File: src/rtl/pipelined_tree_multiplier.sv
// Pipelined sign-magnitude multiplier: partial products registered at stage 0,
// then reduced by a registered binary adder tree with a global stall enable.
`timescale 1ns/1ps
module pipelined_tree_multiplier #(
  parameter int unsigned SIZE  = 8,
  parameter int unsigned TAG_W = 4
) (
  input  logic                clk,
  input  logic                rst_n,
  input  logic                in_valid,
  output logic                in_ready,
  input  logic [SIZE-1:0]     in_a,
  input  logic [SIZE-1:0]     in_b,
  input  logic                in_signed,
  input  logic [TAG_W-1:0]    in_tag,
  output logic                out_valid,
  input  logic                out_ready,
  output logic [2*SIZE-1:0]   out_prod,
  output logic                out_signed,
  output logic [TAG_W-1:0]    out_tag
);

  localparam int unsigned L  = (SIZE > 1) ? $clog2(SIZE) : 0;
  localparam int unsigned PW = 2 * SIZE;

  function automatic int unsigned terms_at(int unsigned lvl);
    int unsigned n;
    n = SIZE;
    for (int unsigned k = 0; k < lvl; k++) n = (n + 1) / 2;
    return n;
  endfunction

  logic            w_en;
  logic [SIZE-1:0] w_a_mag;
  logic [SIZE-1:0] w_b_mag;
  logic [PW-1:0]   w_pp [SIZE];
  logic [PW-1:0]   w_fin;

  assign w_en     = !out_valid || out_ready;
  assign in_ready = w_en;

  // Magnitudes are SIZE-bit unsigned, so -2^(SIZE-1) negates to 2^(SIZE-1).
  always_comb begin
    w_a_mag = (in_signed && in_a[SIZE-1]) ? (~in_a + SIZE'(1)) : in_a;
    w_b_mag = (in_signed && in_b[SIZE-1]) ? (~in_b + SIZE'(1)) : in_b;
    for (int unsigned i = 0; i < SIZE; i++) begin
      w_pp[i] = w_b_mag[i] ? ({{SIZE{1'b0}}, w_a_mag} << i) : '0;
    end
  end

  for (genvar k = 0; k <= L; k++) begin : g_lvl
    localparam int unsigned N = terms_at(k);
    logic [PW-1:0]    r_t [N];
    logic             r_v;
    logic             r_neg;
    logic             r_sgn;
    logic [TAG_W-1:0] r_tag;

    if (k == 0) begin : g_in
      always_ff @(posedge clk or negedge rst_n) begin
        if (!rst_n) begin
          r_v   <= 1'b0;
          r_neg <= 1'b0;
          r_sgn <= 1'b0;
          r_tag <= '0;
          for (int unsigned i = 0; i < N; i++) r_t[i] <= '0;
        end else if (w_en) begin
          r_v   <= in_valid;
          r_neg <= in_signed & (in_a[SIZE-1] ^ in_b[SIZE-1]);
          r_sgn <= in_signed;
          r_tag <= in_tag;
          for (int unsigned i = 0; i < N; i++) r_t[i] <= w_pp[i];
        end
      end
    end else begin : g_add
      localparam int unsigned NP = terms_at(k - 1);
      logic [PW-1:0] w_sum [N];

      // Odd term count: the last term passes through unchanged.
      for (genvar j = 0; j < N; j++) begin : g_pair
        if (2 * j + 1 < NP) begin : g_sum2
          assign w_sum[j] = g_lvl[k-1].r_t[2*j] + g_lvl[k-1].r_t[2*j+1];
        end else begin : g_pass
          assign w_sum[j] = g_lvl[k-1].r_t[2*j];
        end
      end

      always_ff @(posedge clk or negedge rst_n) begin
        if (!rst_n) begin
          r_v   <= 1'b0;
          r_neg <= 1'b0;
          r_sgn <= 1'b0;
          r_tag <= '0;
          for (int unsigned i = 0; i < N; i++) r_t[i] <= '0;
        end else if (w_en) begin
          r_v   <= g_lvl[k-1].r_v;
          r_neg <= g_lvl[k-1].r_neg;
          r_sgn <= g_lvl[k-1].r_sgn;
          r_tag <= g_lvl[k-1].r_tag;
          for (int unsigned i = 0; i < N; i++) r_t[i] <= w_sum[i];
        end
      end
    end
  end

  assign w_fin      = g_lvl[L].r_t[0];
  assign out_prod   = g_lvl[L].r_neg ? (~w_fin + PW'(1)) : w_fin;
  assign out_valid  = g_lvl[L].r_v;
  assign out_signed = g_lvl[L].r_sgn;
  assign out_tag    = g_lvl[L].r_tag;

endmodule

File: config.mk
export PLATFORM = sky130hd
export DESIGN_NAME = pipelined_tree_multiplier
export DESIGN_NICKNAME = d
export VERILOG_FILES = /design/src/rtl/pipelined_tree_multiplier.sv
export SDC_FILE = /design/constraint.sdc
export NUM_CORES = 1
export LEC_CHECK = 0
export ABC_AREA = 1
export CAP_MARGIN = 15
export CORE_AREA = 2 2 148 150
export CTS_CLUSTER_SIZE = 10
export DETAILED_ROUTE_END_ITERATION = 7
export DIE_AREA = 0 0 150 152
export HOLD_SLACK_MARGIN = 0.02
export PLACE_DENSITY_LB_ADDON = 0.25
export SETUP_SLACK_MARGIN = 0.1
export SYNTH_ARGS = -nofsm -noshare
export SYNTH_HDL_FRONTEND = slang
export SYNTH_SLANG_ARGS = --single-unit
File: constraint.sdc
create_clock -name clk -period 5 [get_ports clk]
set_input_delay 0.5 -clock clk [delete_from_list [all_inputs] [get_ports clk]]
set_output_delay 0.5 -clock clk [all_outputs]
set_load 0.005 [all_outputs]
**Word-level counts from Yosys, hierarchy flattened**

Index checks and enable logic that the tools add are counted.

- Register bits after elaboration: 268
- Word-level logic and storage cells: 61

- Reductions and logical operators: 4
- Muxes and demuxes: 11
- Bitwise logic cells: 5
- Add/sub/neg operators: 10

Operators with widths:

| operator | count |
|---|---|
| $add 16x16->16 | 7 |
| $mux 8 | 3 |
| $add 16x1->16 const B | 1 |
| $add 8x1->8 const B | 2 |
| $mux 16 | 1 |
| $not 16->16 | 1 |
| $not 8->8 | 2 |
| $mux 15 | 1 |
| $mux 14 | 1 |
| $mux 13 | 1 |
| $mux 12 | 1 |
| $mux 11 | 1 |
| $mux 10 | 1 |
| $mux 9 | 1 |
| $logic_and 1x1->1 | 2 |
| $and 1x1->1 | 1 |
| $logic_not 1->1 | 1 |
| $logic_or 1x1->1 | 1 |
| $xor 1x1->1 | 1 |

**Depth between registers and ports, before layout**

Gate-level depths: netlist of the first run.

- Depth after elaboration: 4
- Gate-level depth with buffers: 11
- Mapped depth without buffers: 11

**Worst setup path after synthesis of the first run**

No wires, ideal clock.

- Path type: register to output
- From: register g_lvl[3].r_t[0] (netlist name)
- To: output out_prod[12]
- Path slack: 3.251 ns
- Required time: 4.500 ns
- Data arrival time: 1.249 ns
- Stages on the path, launching flop included: 10
- Path buffers: 0
- Cell sequence: dfrtp_1 -> inv_1 -> ha_1 -> nand3_1 -> nor2_1 -> nand2_1 -> o21ai_2 -> o21ai_0 -> nand2_1 -> nand2_1

- Longest elaborated chain between the ends: 3

RTL lines:

| element | RTL line | text |
|---|---|---|
| start: declaration | 53 | `logic [PW-1:0] r_t [N];` |
| $not 16->16 | 107 | `assign out_prod = g_lvl[L].r_neg ? (~w_fin + PW'(1)) : w_fin;` |
| $add 16x1->16 | 107 |  |
| $mux 16 | 107 |  |
| end: declaration | 18 | `output logic [2*SIZE-1:0] out_prod,` |

Every way passes these cells.

**Worst setup path in the final report of the first run**

Ends and elaborated chain as after synthesis.

==> results.md, run 1 <==
* Status: finished, final reports clean
* Max Used Layer: met4
* Final hold violation count at 0
* Static Leak at 5.85 nW
* Post-layout net count at 1403
* Io pins at 48
* Min cycle time layout at 2.81 ns
* Max Cap Viol at 0
* Overflow after GRT at 0
* GRT Overall Usage at 0.197
* Asr flop ratio synth at 1.00
* Die width at 150 um
* Yosys top cell by area: dfrtp_1
* Post-CTS setup buffer count at 0
* Final wirelength at 21200 um
* DR pass1 iterations at 4
* Largest net degree at the start of global routing at around 170
* Slew @ Worst Pin at approximately 1.1 ns
* Sink Count at roughly 170
* Share of cells above drive strength 1 at 0.0444
* Syn-to-layout area delta at 13.8%
* Num CTS Buffers at 17
* FF-to-FF Start: out_valid
* Clk slew on worst S/H paths at 0.07 ns
* Via count at 8134
* Tcrit/Tclk final at 0.562
* EDFF count, synth at 0
* Die Footprint at 0.0228 mm2
* Starting DRC count in detailed routing at 541
* Netlist cell types at 34
* WS Path Type: reg -> out
* Vias in the first global route at 7617
* Most common cell in the netlist: nand2_1
* Post-DP Area at 0.0105 mm2
* Rel. slew slack at 0.282
* Clock root buffer: clkbuf_16
* Register area share after synthesis at 0.442
* Peak Freq at ~360 MHz
* #FFs+latches synth at 173
* Antenna viol nets, final at 0
* Residual DRC at 0
* Hold-fix buffers at CTS at 0
* RSZ-0062 raised after global routing: false
* Wl on met1 at 10600 um
* Final Setup Violations at 0
* DP HPWL at 14900 um
* TNS Setup at 0 ns
* Final Cell Area at 0.0112 mm2
* Initial antenna violation count at 0
* Non-filler cells, final at 1608
* Inserted Diodes at 0
* Synth cell count leaders: nand2_1 (478), dfrtp_1 (173), inv_1 (132), o21ai_0 (101), nand3_1 (87)
* Mapped Cells at 1280
* Routability Congestion at 0.872
* CP startpoint kind: flip-flop
* Post-DR wirelength/cell at 13.2 um
* Initial core utilization at 0.459
* Average size of a mapped cell at 7.66 um2
* H-tree depth at 4
* CTS tree: built
* FF-to-FF setup slack at 2.57 ns
* Pwr Density at 571 mW/mm2
* Top cells by area, synth: dfrtp_1 (44%), nand2_1 (18%), ha_1 (7.1%)
* First-pass GRT wire length at 36700 um
* Max-slew violation count at 0
* Clk buf depth at 2
* Maximum fanout along the worst path at 5
* Placed Cells at 1576
* CP Data Required Time at ~4.5 ns
* Skew-Pair Late Insertion Delay at around 0.43 ns
* # port buffers at 47
* # rows at 54
* Clk_skew at 0.00854 ns
* Crit. End Element: output pin
* Synth Net Count at 1368
* CP Launch Point: g_lvl[3].r_t[0]
* Drt via density at 5.06
* Met3 WL at 563 um
* Ys Warns at 0
* Wire length on met2 at around 9800 um
* Yosys top cell area share at 0.442
* Worst VDD drop at 0.266 mV
* Main synth FF type: dfrtp_1
* Gates resized, CTS repair at 0
* Worst Path Arrival at 2.31 ns
* Fill cell count at 2108
* Hold WC Path Type: in -> async
* Area of the mapped netlist at between 0.009 and 0.01 mm2
* Core Area at 0.0214 mm2
* Die height at ~150 um
kinds of logic (layout without fill, tap and decap cells):
kind of cell / count (synthesis) / after routing / synth area share
xor gates and xnor gates: 24 / 24 / 0.0230
AOI/OAI and AO/OA: 175 / 175 / 0.0993
adders and majority gates: 63 / 63 / 0.0858
and+or+nand+nor: 674 / 674 / 0.282
buffers and inverters: 171 / 219 / 0.0687
DFF: 173 / 173 / 0.442
cell usage in the layout, fill, tap and decap left out, types with 6 or more instances in the layout:
master and count:
nor2_1 62, nand3b_1 8, clkdlybuf4s50_1 46, o21ai_2 6, or2_2 6, xor2_1 12, inv_1 132, o22ai_1 8
a31oi_1 11, nand3_1 87, dfrtp_1 173, ha_1 56, o21ai_0 101, a21oi_1 29, nor3_1 6, xnor2_1 10
nand2_1 478, clkbuf_16 17, nand4_1 23, fa_1 7
metal layers:
layer  up-vias  GRT usage
li1       4210          -
met1      3779      0.287
met2       125      0.308
met3        20     0.0336
met4         0     0.0467
met5         -          0
worst paths after layout:
path,cells past startpoint,end
worst max register to register,7,g_lvl[0].r_t[82]
worst min-delay path,2,g_lvl[0].r_t[14]
min in group clk,2,out_valid
worst max-delay path,9,out_prod[12]
max in group asynchronous,2,g_lvl[1].r_t[54]
worst min register to register,2,out_valid
stage by stage:
stage                     hold WS [ns]  total power [W]  setup WS (ns)   util
after floorplan                  0.204          0.00413           3.25      -
final                            0.178          0.00637           2.19  0.522
after CTS                        0.285          0.00641           2.16  0.522
after global placement           0.438          0.00488           1.99  0.493
after detailed placement         0.451          0.00494           1.98  0.493
after global routing             0.302          0.00697           1.92  0.522
critical path, cell delays in order (launching register included):
cell and delay, ns:
dfrtp_1 0.38, inv_1 0.10, ha_1 0.19, nand3_1 0.13, nor2_1 0.11, nand2_1 0.09, o21ai_2 0.21, o211ai_1 0.12
nand2_1 0.08, clkdlybuf4s50_1 0.49
where the power goes:
group	switching, W	internal, W	total [W]	leakage, nW
Sequential	0.000334	0.00189	0.00222	2.20
Clock	0.000587	0.000849	0.00144	0.316
Combinational	0.00161	0.00109	0.00271	3.34
Total	0.00254	0.00383	0.00637	5.85
sequential cells by signal (all words and copies together), names as in the netlist:
register,count
out_signed,1
out_valid,1
g_lvl.r_sgn,3
g_lvl.r_tag,12
out_tag,4
g_lvl.r_v,3
g_lvl.r_t,145
g_lvl.r_neg,4
layout make-up:
| cell class | instances | area (um2) | share of cell area |
|---|---|---|---|
| clock buffer | 17 | 425 | 0.0381 |
| timing repair buffer | 52 | 522 | 0.0468 |
| sequential | 173 | 4330 | 0.388 |
| multi-input combinational | 936 | 4810 | 0.431 |
| clock inverter | 15 | 210 | 0.0188 |
| inverter | 135 | 509 | 0.0457 |
| tap | 280 | 350 | 0.0314 |
Power figures use the tool's default switching activity.
==> run 2, diff against run 1 <==
==> constraint.sdc (replaced) <==
create_clock -name clk -period 2.39 [get_ports clk]
set_input_delay 0.239 -clock clk [delete_from_list [all_inputs] [get_ports clk]]
set_output_delay 0.239 -clock clk [all_outputs]
set_load 0.005 [all_outputs]
==> run 2 against run 1 <==
  * Critical path depth rose by 2
  * Global-route usage is 0.32 points higher
  * Cell area increased by 2.1%
  * Die area unchanged
  * Routed wire length grew 3.5%
  * Final cell count up 1.2%
  * Non-clock buffer count up 19
  * Clock power increased by 95%
  * Count of clock-buffer cells in the layout did not move
  * Largest power group unchanged
==> results.md, run 2 (synthesized netlist as in run 1, its figures left out) <==
* Die width at 150 um (unchanged)
* Final Setup Violations at 0 (unchanged)
* Tcrit/Tclk final at 0.930
* Peak Freq at 450 MHz
* RSZ-0062 raised after global routing: true
* Post-DP Area at 0.0106 mm2 (+1.0%)
* Largest regs: g_lvl.r_t: 145 flops, g_lvl.r_tag: 12 flops
* WS Path Type: reg -> out
* GRT Overall Usage at 0.200 (+0.00322)
* H-tree depth at 4 (unchanged)
* Final Cell Area at 0.0114 mm2 (+2.1%)
* Pwr Density at 1180 mW/mm2 (+110%)
* Via count at 8269 (+1.7%)
* Skew-Pair Late Insertion Delay at 0.43 ns (about the same)
* DR pass1 iterations at 5 (+1)
* CP Data Required Time at 2.15 ns (-2.35 ns)
* Die height at 152 um (unchanged)
* Commonest non-fill, non-tap cell in the layout: nand2_1
* R2R depth at 11 (+4)
* FF-to-FF Start: g_lvl[1].r_t[34]
* Starting DRC count in detailed routing at 530 (-2.0%)
* Residual DRC at 0 (unchanged)
* Most frequent cells in the layout: nand2_1 (476), dfrtp_1 (172), inv_1 (129)
* Routability Congestion at 0.859 (-1.4%)
* Clk_skew at 0.00767 ns (-0.000868 ns)
* Largest net degree at the start of global routing at 85 (-51%)
* Min cycle time layout at ~2.2 ns
* Final hold violation count at 0 (unchanged)
* Sink Count at 173 (unchanged)
* Clk slew on worst S/H paths at 0.07 ns (about the same)
* Crit. End Element: output pin
* Slew @ Worst Pin at 0.738 ns (-0.328 ns)
* CP startpoint kind: flip-flop
* Overflow after GRT at 0 (unchanged)
* Max Cap Viol at 0 (unchanged)
* Clock root buffer: clkbuf_16
* Post-layout net count at 1422 (+1.4%)
* Hold WC Path Type: in -> async
* # port buffers at 47 (unchanged)
* Final wirelength at 21900 um (+3.5%)
* Post-DR wirelength/cell at 13.5 um (+2.3%)
* Worst VDD drop at 0.559 mV (+110%)
* Drt via density at 5.08 (+0.47%)
* Reg2reg end: g_lvl[2].r_t[26]
* # rows at 54 (unchanged)
* Antenna viol nets, final at 0 (unchanged)
* TNS Setup at 0 ns (unchanged)
* Syn-to-layout area delta at 16.2%
* Rel. slew slack at 0.503 (+0.221)
* Io pins at 48 (unchanged)
* DP HPWL at 15800 um (+6.0%)
* Status: finished, final reports clean
* CTS tree: built
* Core Area at 0.0214 mm2 (unchanged)
* Reg with most FFs: g_lvl.r_t
* Max-slew violation count at 0 (unchanged)
* Inserted Diodes at 0 (unchanged)
* Clk buf depth at 2 (unchanged)
* Num CTS Buffers at 17 (unchanged)
* Largest register FFs at 145 (unchanged)
* Die Footprint at 0.0228 mm2 (unchanged)
* Share of cells above drive strength 1 at 0.0728 (+0.0283)
* Worst Path Arrival at 1.98 ns (-0.33 ns)
* Initial antenna violation count at 0 (unchanged)
* FF-to-FF setup slack at 0.43 ns (-2.14 ns)
* Static Leak at 6.00 nW (+2.5%)
* Vias in the first global route at 7806 (+2.5%)
* Initial core utilization at 0.459 (unchanged)
* First-pass GRT wire length at 37500 um (+2.4%)
* Maximum fanout along the worst path at 3 (-2)
[run 2: critical path, stage by stage, from the launching register on]
cell	delay (ns)
dfrtp_1	0.39
inv_2	0.09
nand3_2	0.08
nor2_2	0.10
nand2_2	0.09
nor2_4	0.11
buf_4	0.12
buf_4	0.10
nand3_2	0.07
nand3b_1	0.10
nand2_1	0.05
dlygate4sd2_1	0.25
[run 2: layout make-up]
cell class	instances	area, um2
Fill cell	2035	9960
Multi-Input combinational cell	936	4900
Sequential cell	173	4330
Timing Repair Buffer	71	711
Inverter	135	509
Clock buffer	17	425
Tap cell	280	350
Clock inverter	15	166
[run 2: what timing repair did]
action | 4_1_cts | 5_1_grt
hold buffers | 1 | 0
buffers inserted | 6 | 3
setup endpoints to repair | 11 | 10
pin swaps | 9 | 7
gates resized for setup | 24 | 22
endpoints found under the hold margin | 51 | 0
[run 2: where the power goes]
group / internal [W] / total, W / switching, W
registers: 0.00395 / 0.00463 / 0.000678
logic: 0.00242 / 0.00598 / 0.00356
clock network: 0.00150 / 0.00281 / 0.00131
[run 2: how the worst max path moves through the flow]
stage | from | endpoint | slack [ns] | cells after the start
6_report | g_lvl[3].r_t[0] | out_prod[15] | 0.17 | 11
3_5_place_dp | g_lvl[3].r_t[0] | out_prod[14] | 0.29 | 9
3_3_place_gp | g_lvl[3].r_t[0] | out_prod[12] | 0.33 | 9
5_1_grt | g_lvl[3].r_t[0] | out_prod[15] | 0.05 | 12
2_1_floorplan | g_lvl[1].r_t[6] | g_lvl[2].r_t[14] | 0.69 | 9
4_1_cts | g_lvl[3].r_t[0] | out_prod[14] | 0.003 | 11
[run 2: metrics by stage]
step,setup slack [ns],power (W),utilization,hold WS (ns),cells
final,0.166,0.0134,0.533,0.336,1627
after global routing,0.0481,0.0146,0.533,0.345,1627
after CTS,0.00314,0.0134,0.530,0.327,1624
after detailed placement,0.287,0.0104,0.497,0.238,1585
after global placement,0.332,0.0103,0.497,0.236,1585
after floorplan,0.689,0.00864,-,-0.0566,1280
[run 2: metal layers]
layer  share of wire  track usage
met5               0            0
met4          0.0095       0.0517
met3           0.029       0.0267
met2            0.47        0.322
met1            0.49        0.286
==> run 3, diff against run 2 <==
--- a/config.mk
+++ b/config.mk
@@ -14,6 +14,7 @@
 export HOLD_SLACK_MARGIN = 0.02
 export PLACE_DENSITY_LB_ADDON = 0.25
 export SETUP_SLACK_MARGIN = 0.1
+export SLEW_MARGIN = 20
 export SYNTH_ARGS = -nofsm -noshare
 export SYNTH_HDL_FRONTEND = slang
 export SYNTH_SLANG_ARGS = --single-unit
==> results of run 3 <==
Same layout as run 2: the final DEF is identical, and so are final timing and power.
